$ cat config.mk
export PLATFORM = sky130hd
export DESIGN_NAME = mem_port_arbiter
export DESIGN_NICKNAME = d
export VERILOG_FILES = /design/src/rtl/mem_port_arbiter_pkg.sv /design/src/rtl/mem_rr_pick.sv /design/src/rtl/mem_port_arbiter.sv
export SDC_FILE = /design/constraint.sdc
export NUM_CORES = 1
export LEC_CHECK = 0
export BUFFER_PORTS_ARGS = -buffer_cell sky130_fd_sc_hd__buf_4
export CAP_MARGIN = 40
export CORE_AREA = 2 2 119 121
export DETAILED_ROUTE_END_ITERATION = 16
export DIE_AREA = 0 0 121 123
export SLEW_MARGIN = 20
export SYNTH_ARGS = -nofsm -noshare
export SYNTH_HDL_FRONTEND = slang
export SYNTH_HIERARCHICAL = 1
export SYNTH_SLANG_ARGS = --single-unit
$ cat constraint.sdc
create_clock -name clk -period 2.8 [get_ports clk]
set_input_delay 0.28 -clock clk [delete_from_list [all_inputs] [get_ports clk]]
set_output_delay 0.28 -clock clk [all_outputs]
set_load 0.02 [all_outputs]
$ cat src/rtl/mem_port_arbiter_pkg.sv
// Shared definitions for the unified memory port arbiter: owner encoding
// and default bus widths used by the core-side and loader-side logic.
package mem_port_arbiter_pkg;

    // Previous-cycle owner of the memory port, also used as the FSM state.
    typedef enum logic [1:0] {
        OWN_NONE = 2'b00,
        OWN_CORE = 2'b01,
        OWN_LDR  = 2'b10,
        OWN_BOOT = 2'b11
    } owner_e;

    localparam int ADDR_W_DEF = 32;
    localparam int DATA_W_DEF = 32;

    // Width of the lock counter; MAX_LOCK is limited to 1..255.
    localparam int LOCK_CNT_W = 8;

endpackage

$ cat src/rtl/mem_rr_pick.sv
// Two-way round-robin picker with lock override.
// Bit 0 of every vector is the core, bit 1 is the loader.
module mem_rr_pick (
    input  logic [1:0] req,
    input  logic [1:0] lock,        // lock asserted by the previous owner only
    input  logic       last_ldr,    // 1: loader was granted most recently
    input  logic       lock_sat,    // lock budget used up
    output logic [1:0] gnt,
    output logic       locked_pick  // grant came from the lock rule
);

    // Single requester wins; on a tie the lock holder keeps the port until
    // the budget runs out, otherwise the requester that was not last wins.
    always_comb begin
        gnt         = 2'b00;
        locked_pick = 1'b0;
        unique case (req)
            2'b01: gnt = 2'b01;
            2'b10: gnt = 2'b10;
            2'b11: begin
                if (lock[0] && !lock_sat) begin
                    gnt         = 2'b01;
                    locked_pick = 1'b1;
                end else if (lock[1] && !lock_sat) begin
                    gnt         = 2'b10;
                    locked_pick = 1'b1;
                end else if (last_ldr) begin
                    gnt = 2'b01;
                end else begin
                    gnt = 2'b10;
                end
            end
            default: gnt = 2'b00;
        endcase
    end

endmodule

$ cat src/rtl/mem_port_arbiter.sv
// Arbitrates the single instruction/data memory between the multicycle core
// and the boot/debug loader. One access per cycle, registered read data with
// a one-cycle rvalid pulse, and a stall signal for the core FSM.
//
// Handshake: a requester raises X_req with X_we/X_addr/X_wdata and holds them
// stable until X_gnt is high in the same cycle; the access happens at the
// clock edge ending that cycle. Dropping X_req before a grant is harmless.
module mem_port_arbiter
    import mem_port_arbiter_pkg::*;
#(
    parameter int ADDR_W   = ADDR_W_DEF,
    parameter int DATA_W   = DATA_W_DEF,
    parameter int MAX_LOCK = 16
) (
    input  logic              clk,
    input  logic              rst,
    input  logic              boot_hold,
    input  logic              c_req,
    input  logic              c_we,
    input  logic              c_lock,
    input  logic [ADDR_W-1:0] c_addr,
    input  logic [DATA_W-1:0] c_wdata,
    output logic              c_gnt,
    output logic              c_rvalid,
    output logic [DATA_W-1:0] c_rdata,
    output logic              stall_core,
    input  logic              l_req,
    input  logic              l_we,
    input  logic              l_lock,
    input  logic [ADDR_W-1:0] l_addr,
    input  logic [DATA_W-1:0] l_wdata,
    output logic              l_gnt,
    output logic              l_rvalid,
    output logic [DATA_W-1:0] l_rdata,
    output logic [ADDR_W-1:0] mem_a,
    output logic              mem_we,
    output logic [DATA_W-1:0] mem_wd,
    input  logic [DATA_W-1:0] mem_rd,
    output logic [1:0]        owner
);

    localparam logic [LOCK_CNT_W-1:0] MAX_LOCK_L = LOCK_CNT_W'(MAX_LOCK);

    owner_e                state;
    logic                  last_ldr;
    logic [LOCK_CNT_W-1:0] lock_cnt;

    logic [1:0] pick_gnt;
    logic       locked_pick;
    logic       both_req;

    assign both_req = c_req & l_req;
    assign owner    = state;

    mem_rr_pick u_pick (
        .req         ({l_req, c_req}),
        .lock        ({l_lock & (state == OWN_LDR), c_lock & (state == OWN_CORE)}),
        .last_ldr    (last_ldr),
        .lock_sat    (lock_cnt >= MAX_LOCK_L),
        .gnt         (pick_gnt),
        .locked_pick (locked_pick)
    );

    // Grants: nothing during reset, loader-only while boot_hold, else picker.
    always_comb begin
        c_gnt = 1'b0;
        l_gnt = 1'b0;
        if (!rst) begin
            if (boot_hold) begin
                l_gnt = l_req;
            end else begin
                c_gnt = pick_gnt[0];
                l_gnt = pick_gnt[1];
            end
        end
    end

    assign stall_core = c_req & ~c_gnt;

    // Memory port follows the granted requester; idle bus is all zero.
    always_comb begin
        mem_a  = '0;
        mem_we = 1'b0;
        mem_wd = '0;
        if (c_gnt) begin
            mem_a  = c_addr;
            mem_we = c_we;
            mem_wd = c_wdata;
        end else if (l_gnt) begin
            mem_a  = l_addr;
            mem_we = l_we;
            mem_wd = l_wdata;
        end
    end

    // Owner FSM, round-robin history, lock counter and read responses.
    always_ff @(posedge clk) begin
        if (rst) begin
            state    <= OWN_NONE;
            last_ldr <= 1'b1;
            lock_cnt <= '0;
            c_rvalid <= 1'b0;
            l_rvalid <= 1'b0;
            c_rdata  <= '0;
            l_rdata  <= '0;
        end else begin
            c_rvalid <= c_gnt & ~c_we;
            l_rvalid <= l_gnt & ~l_we;
            if (c_gnt && !c_we) c_rdata <= mem_rd;
            if (l_gnt && !l_we) l_rdata <= mem_rd;

            if (boot_hold) begin
                // Leaving BOOT must let the core win the first tie.
                state    <= OWN_BOOT;
                last_ldr <= 1'b1;
                lock_cnt <= '0;
            end else if (c_gnt || l_gnt) begin
                state    <= c_gnt ? OWN_CORE : OWN_LDR;
                last_ldr <= l_gnt;
                if (!both_req)       lock_cnt <= '0;
                else if (locked_pick) lock_cnt <= lock_cnt + 1'b1;
                else                 lock_cnt <= LOCK_CNT_W'(1);
            end else begin
                state    <= OWN_NONE;
                lock_cnt <= '0;
            end
        end
    end

endmodule

# Word level (Yosys, flattened, before mapping)
# Index checks and enable logic that the tools add are counted.
classes:
  n_lt_le_gt_ge: 1
  reduce_logical: 11
  addsub: 1
  bitwise: 12
  muxes: 21
  eq_ne: 5
ops:
  columns: ["cell", "n"]
  rows:
  - ["$mux 32", 4]
  - ["$mux 2", 6]
  - ["$mux 1", 10]
  - ["$add 8x1->8 const B", 1]
  - ["$ge 8x5->1 const B", 1]
  - ["$and 1x1->1", 6]
  - ["$eq 2x2->1 const B", 3]
  - ["$not 1->1", 6]
  - ["$pmux 2 s3", 1]
  - ["$reduce_or 5->1", 1]
  - ["$eq 2x1->1 const B", 2]
  - ["$logic_and 1x1->1", 4]
  - ["$reduce_or 4->1", 1]
  - ["$logic_not 1->1", 3]
  - ["$reduce_or 2->1", 1]
  - ["$logic_or 1x1->1", 1]
totals:
  out_inout_bits: 136
  regBits: 77
  in_bits: 169
  elab_cells: 59

# Depth between registers and ports, before layout
logic_depth:
  word_depth: 11
  depth_mapped: 11
  depth_no_buf: 9

# Modules after synthesis
# Netlist, hierarchy kept.
modules_own_cells:
  columns: ["mod", "cells_per_inst", "instances", "area_each_um2", "seq_area_each_um2"]
  rows:
  - ["mem_port_arbiter", 435, 1, 3642.2, 1541.5]
  - ["mem_rr_pick", 8, 1, 45.0, 0.0]

# Worst setup path before layout
# Ideal clock, no wire load.
synth_path:
  kind: "register to output"
  from: "reg lock_cnt[4]"
  to: "out mem_a[0]"
  path_slack_ps: -33
  t_arrival_ps: 2553
  stages_incl_launch_ff: 9
  t_required_ps: 2520
  cell_sequence: "dfxtp_1 > or4_1 > nand2b_1 > a21oi_1 > o21a_1 > or3b_4 > a21oi_4 > buf_8 > a22o_1"
synth_between:
  elab_chain_cells: 10
synth_rtl:
  columns: ["item", "line", "source"]
  rows:
  - ["start, declared", "mem_port_arbiter.sv:46", "logic [LOCK_CNT_W-1:0] lock_cnt;"]
  - ["start signal, assigned", "mem_port_arbiter.sv:121", "else if (locked_pick) lock_cnt <= lock_cnt + 1'b1;"]
  - ["$ge 8x5->1 *", "mem_port_arbiter.sv:59", ".lock_sat (lock_cnt >= MAX_LOCK_L),"]
  - ["$logic_not 1->1 *", "mem_rr_pick.sv:21, mem_rr_pick.sv:24", null]
  - ["$logic_and 1x1->1", "mem_rr_pick.sv:24", "end else if (lock[1] && !lock_sat) begin"]
  - ["$mux 2", "mem_rr_pick.sv:24", null]
  - ["$mux 2 *", "mem_rr_pick.sv:21", "if (lock[0] && !lock_sat) begin"]
  - ["$pmux 2 s3 *", "mem_rr_pick.sv:17", "unique case (req)"]
  - ["net pick_gnt[1]", "mem_port_arbiter.sv:48", "logic [1:0] pick_gnt;"]
  - ["$mux 1 *", "mem_port_arbiter.sv:69", "if (boot_hold) begin"]
  - ["$mux 1 *", "mem_port_arbiter.sv:68", "if (!rst) begin"]
  - ["$mux 32 *", "mem_port_arbiter.sv:89", "end else if (l_gnt) begin"]
  - ["$mux 32 *", "mem_port_arbiter.sv:85", "if (c_gnt) begin"]
  - ["end, declared", "mem_port_arbiter.sv:35", "output logic [ADDR_W-1:0] mem_a,"]
# Mark *: on every way through the listed nets, which the timed path passes. The rest lies on a longest branch.

# Worst setup path in the final report
layout_path:
  from: "reg lock_cnt[7]"
  to: "out mem_a[20]"
layout_rtl:
  columns: ["item", "line"]
  rows:
  - ["$ge 8x5->1 *", "mem_port_arbiter.sv:59"]
  - ["$logic_not 1->1 *", "mem_rr_pick.sv:21, mem_rr_pick.sv:24"]
  - ["$logic_and 1x1->1", "mem_rr_pick.sv:24"]
  - ["$mux 2", "mem_rr_pick.sv:24"]
  - ["$mux 2 *", "mem_rr_pick.sv:21"]
  - ["$pmux 2 s3 *", "mem_rr_pick.sv:17"]
  - ["net pick_gnt[0]", "mem_port_arbiter.sv:48"]
  - ["$mux 1 *", "mem_port_arbiter.sv:69"]
  - ["$mux 1 *", "mem_port_arbiter.sv:68"]
  - ["$mux 32 *", "mem_port_arbiter.sv:85"]
# Marked as above.

==> results.cfg <==
[timing]
finalCriticalPeriod_ns = 3.11
tightest_slew_ns = 0.401
hold_viol_final = 0
hold_ws_ns = 0.167
relSlewSlack = 0.733
fin_worst_skew_ns = 0.00557
fin_ws_ns = -0.315
setup_viol = 67
max_freq_mhz = 321
period_share = 1.11
slew_viol_final = 0
rsz0062_at_grt = yes

[yosys]
synthXorXnorAreaFrac = 0.00713
post_synth_mux_area_share = 0.00577
synth-compound-area-share = 0.288
synth_common_cells = 102 x nand2_1, 77 x dfxtp_1, 64 x a22o_1
syn_area_per_cell_um2 = 8.32
syn-num-nets = 614
ys_types = 33
synth_adder_area_share = 0.00679
ys_top_cells_by_area = dfxtp_1 42%, a22o_1 15%, nand2_1 10%, o211ai_1 6.7%, a21oi_1 5.4%
synth_top_area_frac = 0.418
synth_top_family_by_area = compound AO/OA/AOI/OAI gates
synthArstFlopShare = 0
synth-edff-count = 0
synth_flop_cell = dfxtp_1
yosysTopAreaCell = dfxtp_1
synth-seq-cells = 77
seq_area_frac_synth = 0.418
syn-instance-count = 443
yosysMostFrequentCell = nand2_1
synth-simple-area-share = 0.193
ys_warn_count = 6
netlist_area_um2 = 3690

[placement]
dp_hpwl_mm = 15.1
io_buffers = 304
place_congestion = 0.980
dp.cells = 904

[global_route]
overflow = 0
grt_util_met2 = 0.454
grt_pass1_vias = 4675
grt_max_degree = 39
grt_use_met1 = 0.300
antenna_found_initial = 1
grt.busiest_layer = met2
grt.total_usage = 0.259
grt_util_met3 = 0.0743
grt_pass1_wl_mm = 28.7

[worst_setup_path]
cp_top_family = buffers and inverters
reg2reg_to = c_rdata[8]
crit_chain = or4_4, buf_4, buf_6, nor2b_4, a21oi_4, a21oi_2, buf_4, nor3b_4, buf_6, clkbuf_16, a22o_1, buf_6
r2r_start = lock_cnt[7]
r2r_cells = 11
crit_path_max_fanout = 9
path_common_cell = buf_6
cp.arrival_ns = 2.83
cp-end-kind = primary output
crit_path_start = lock_cnt[7]
rrSetupSlack_ns = 0.07
path_buf_inv = 6
cp_slowest_cell = or4_4
startpoint_type = flop
max_stage_delay_ns = 0.53
cp_data_required_time_ns = 2.52
crit_type = reg -> out

[clock_network]
cts_hold_buffers = 0
numCtsBuffers = 9
cts_sinks = 77
root_buffer = clkbuf_16
clkSlewWorstSetupHoldPaths_ns = 0.06
cts_buffer_depth = 2
clock_latency_ns = 0.33
cts_htree_levels = 3
cts_tree = built

[layout]
regArea_um2 = 1540
area_growth_syn_to_layout_pct = 92.8
multi_input_area_um2 = 1920
final_nets = 926
nFillCells = 1315
diodes = 0
finalNonFillerCells = 940
final_layout_size_suffix_gt1_frac = 0.491

[pwr]
p_per_area_nw_per_um2 = 445
vdd_ir_drop_max_mv = 0.450
leakage_nw = 3.37

[worst_hold_path]
hp-start = mem_rd[0]
whs_path_depth = 3
hp-class = in -> reg
hold_end = l_rdata[0]

[detailed_routing]
drtIter0Drc = 236
viasPerCell = 5.04
drtPass1Iterations = 4
finalWirelength_mm = 20.4
wire_per_inst_um = 21.8
num_vias = 4734
ant_nets = 0
drc = 0

[status]
violations = negative setup slack
run_status = finished with violations

[floorplanning]
die_h_um = 123
die_w_um = 121
coreArea_um2 = 13600
initial_core_util = 0.271
std_cell_rows = 43
dieArea_um2 = 14900
pin_count = 305

[flow_run]
maxCapViolations = 0
[cell type report]
class,count,share of cell area
inverter,8,0.00493
timing repair buffer,343,0.435
clock buffer,10,0.0336
tap,180,0.0317
multi-input combinational,316,0.269
clock inverter,6,0.00880
sequential,77,0.217
[repair_timing]
action,CTS,global route
setup endpoints to repair,66,93
setup buffers,8,3
cloned,4,6
resized for setup,61,24
pin swaps,10,12
[cells in the final DEF (no fill, tap or decap), types with 2 or more instances in the layout]
cell type / n
a22o_1: 63
clkbuf_16: 13
buf_6: 67
buf_4: 259
o211ai_1: 33
nand3_1: 38
xor2_1: 2
inv_1: 7
nand2_1: 102
ha_1: 2
buf_12: 9
o21ai_0: 3
a21oi_1: 38
buf_16: 4
or3_1: 3
nor2_1: 11
clkinv_2: 3
clkinv_4: 3
a21oi_4: 2
dfxtp_1: 76
[worst max path at each step]
stage                endpoint  slack, ns  cells past startpoint
floorplan            mem_a[0]      -0.02                      8
global placement    mem_a[26]       0.01                      9
detailed placement   mem_a[9]       0.02                      9
CTS                 mem_a[26]      -0.32                     10
global route         mem_a[7]      -0.41                     12
finish              mem_a[20]      -0.31                     12
[sequential cells by signal (all words and copies together), names as in the netlist]
| name | flops |
|---|---|
| l_rdata | 32 |
| last_ldr | 1 |
| c_rvalid | 1 |
| owner | 2 |
| lock_cnt | 8 |
| c_rdata | 32 |
| l_rvalid | 1 |
[per-stage QoR]
stage	util	setup TNS (ns)	power, mW	setup WS, ns	instance area, um2
6_report	0.522	-17.79	3.17	-0.315	7110
5_1_grt	0.522	-24.55	3.28	-0.405	7110
4_1_cts	0.505	-17.63	3.16	-0.319	6870
3_5_place_dp	0.454	0	1.92	0.0168	6180
3_3_place_gp	0.454	0	1.92	0.0115	6180
2_1_floorplan	-	-0.944	1.49	-0.0157	3690
[worst register-to-register path, delay by kind of cell (launching register included)]
kind | cells | cell delay [ns]
flops | 1 | 0.33
simple gates | 4 | 1.30
compound gates | 3 | 0.27
buf+inv | 4 | 0.72
[power by group]
group | switching [mW] | total, mW | internal [mW]
clock network | 0.448 | 1.16 | 0.712
registers | 0.0212 | 1.15 | 1.13
logic | 0.416 | 0.851 | 0.435
total | 0.885 | 3.17 | 2.28
[kinds of logic (layout without fill, tap and decap cells)]
logic type               after synthesis  after routing
AND/OR/NAND/NOR                      165            165
flip-flops                            77             77
AO/OA/AOI/OAI                        144            144
buffers and inverters                 50            367
adder cells (fa/ha/maj)                2              2
XOR/XNOR                               3              3
multiplexers                           2              2
[layer usage]
metal	vias up	wire [um]
met3	36	1890
met4	2	673
met2	227	10200
li1	2216	-
met1	2253	7710
met5	-	12
No activity file was read; power rests on OpenSTA's default activity.
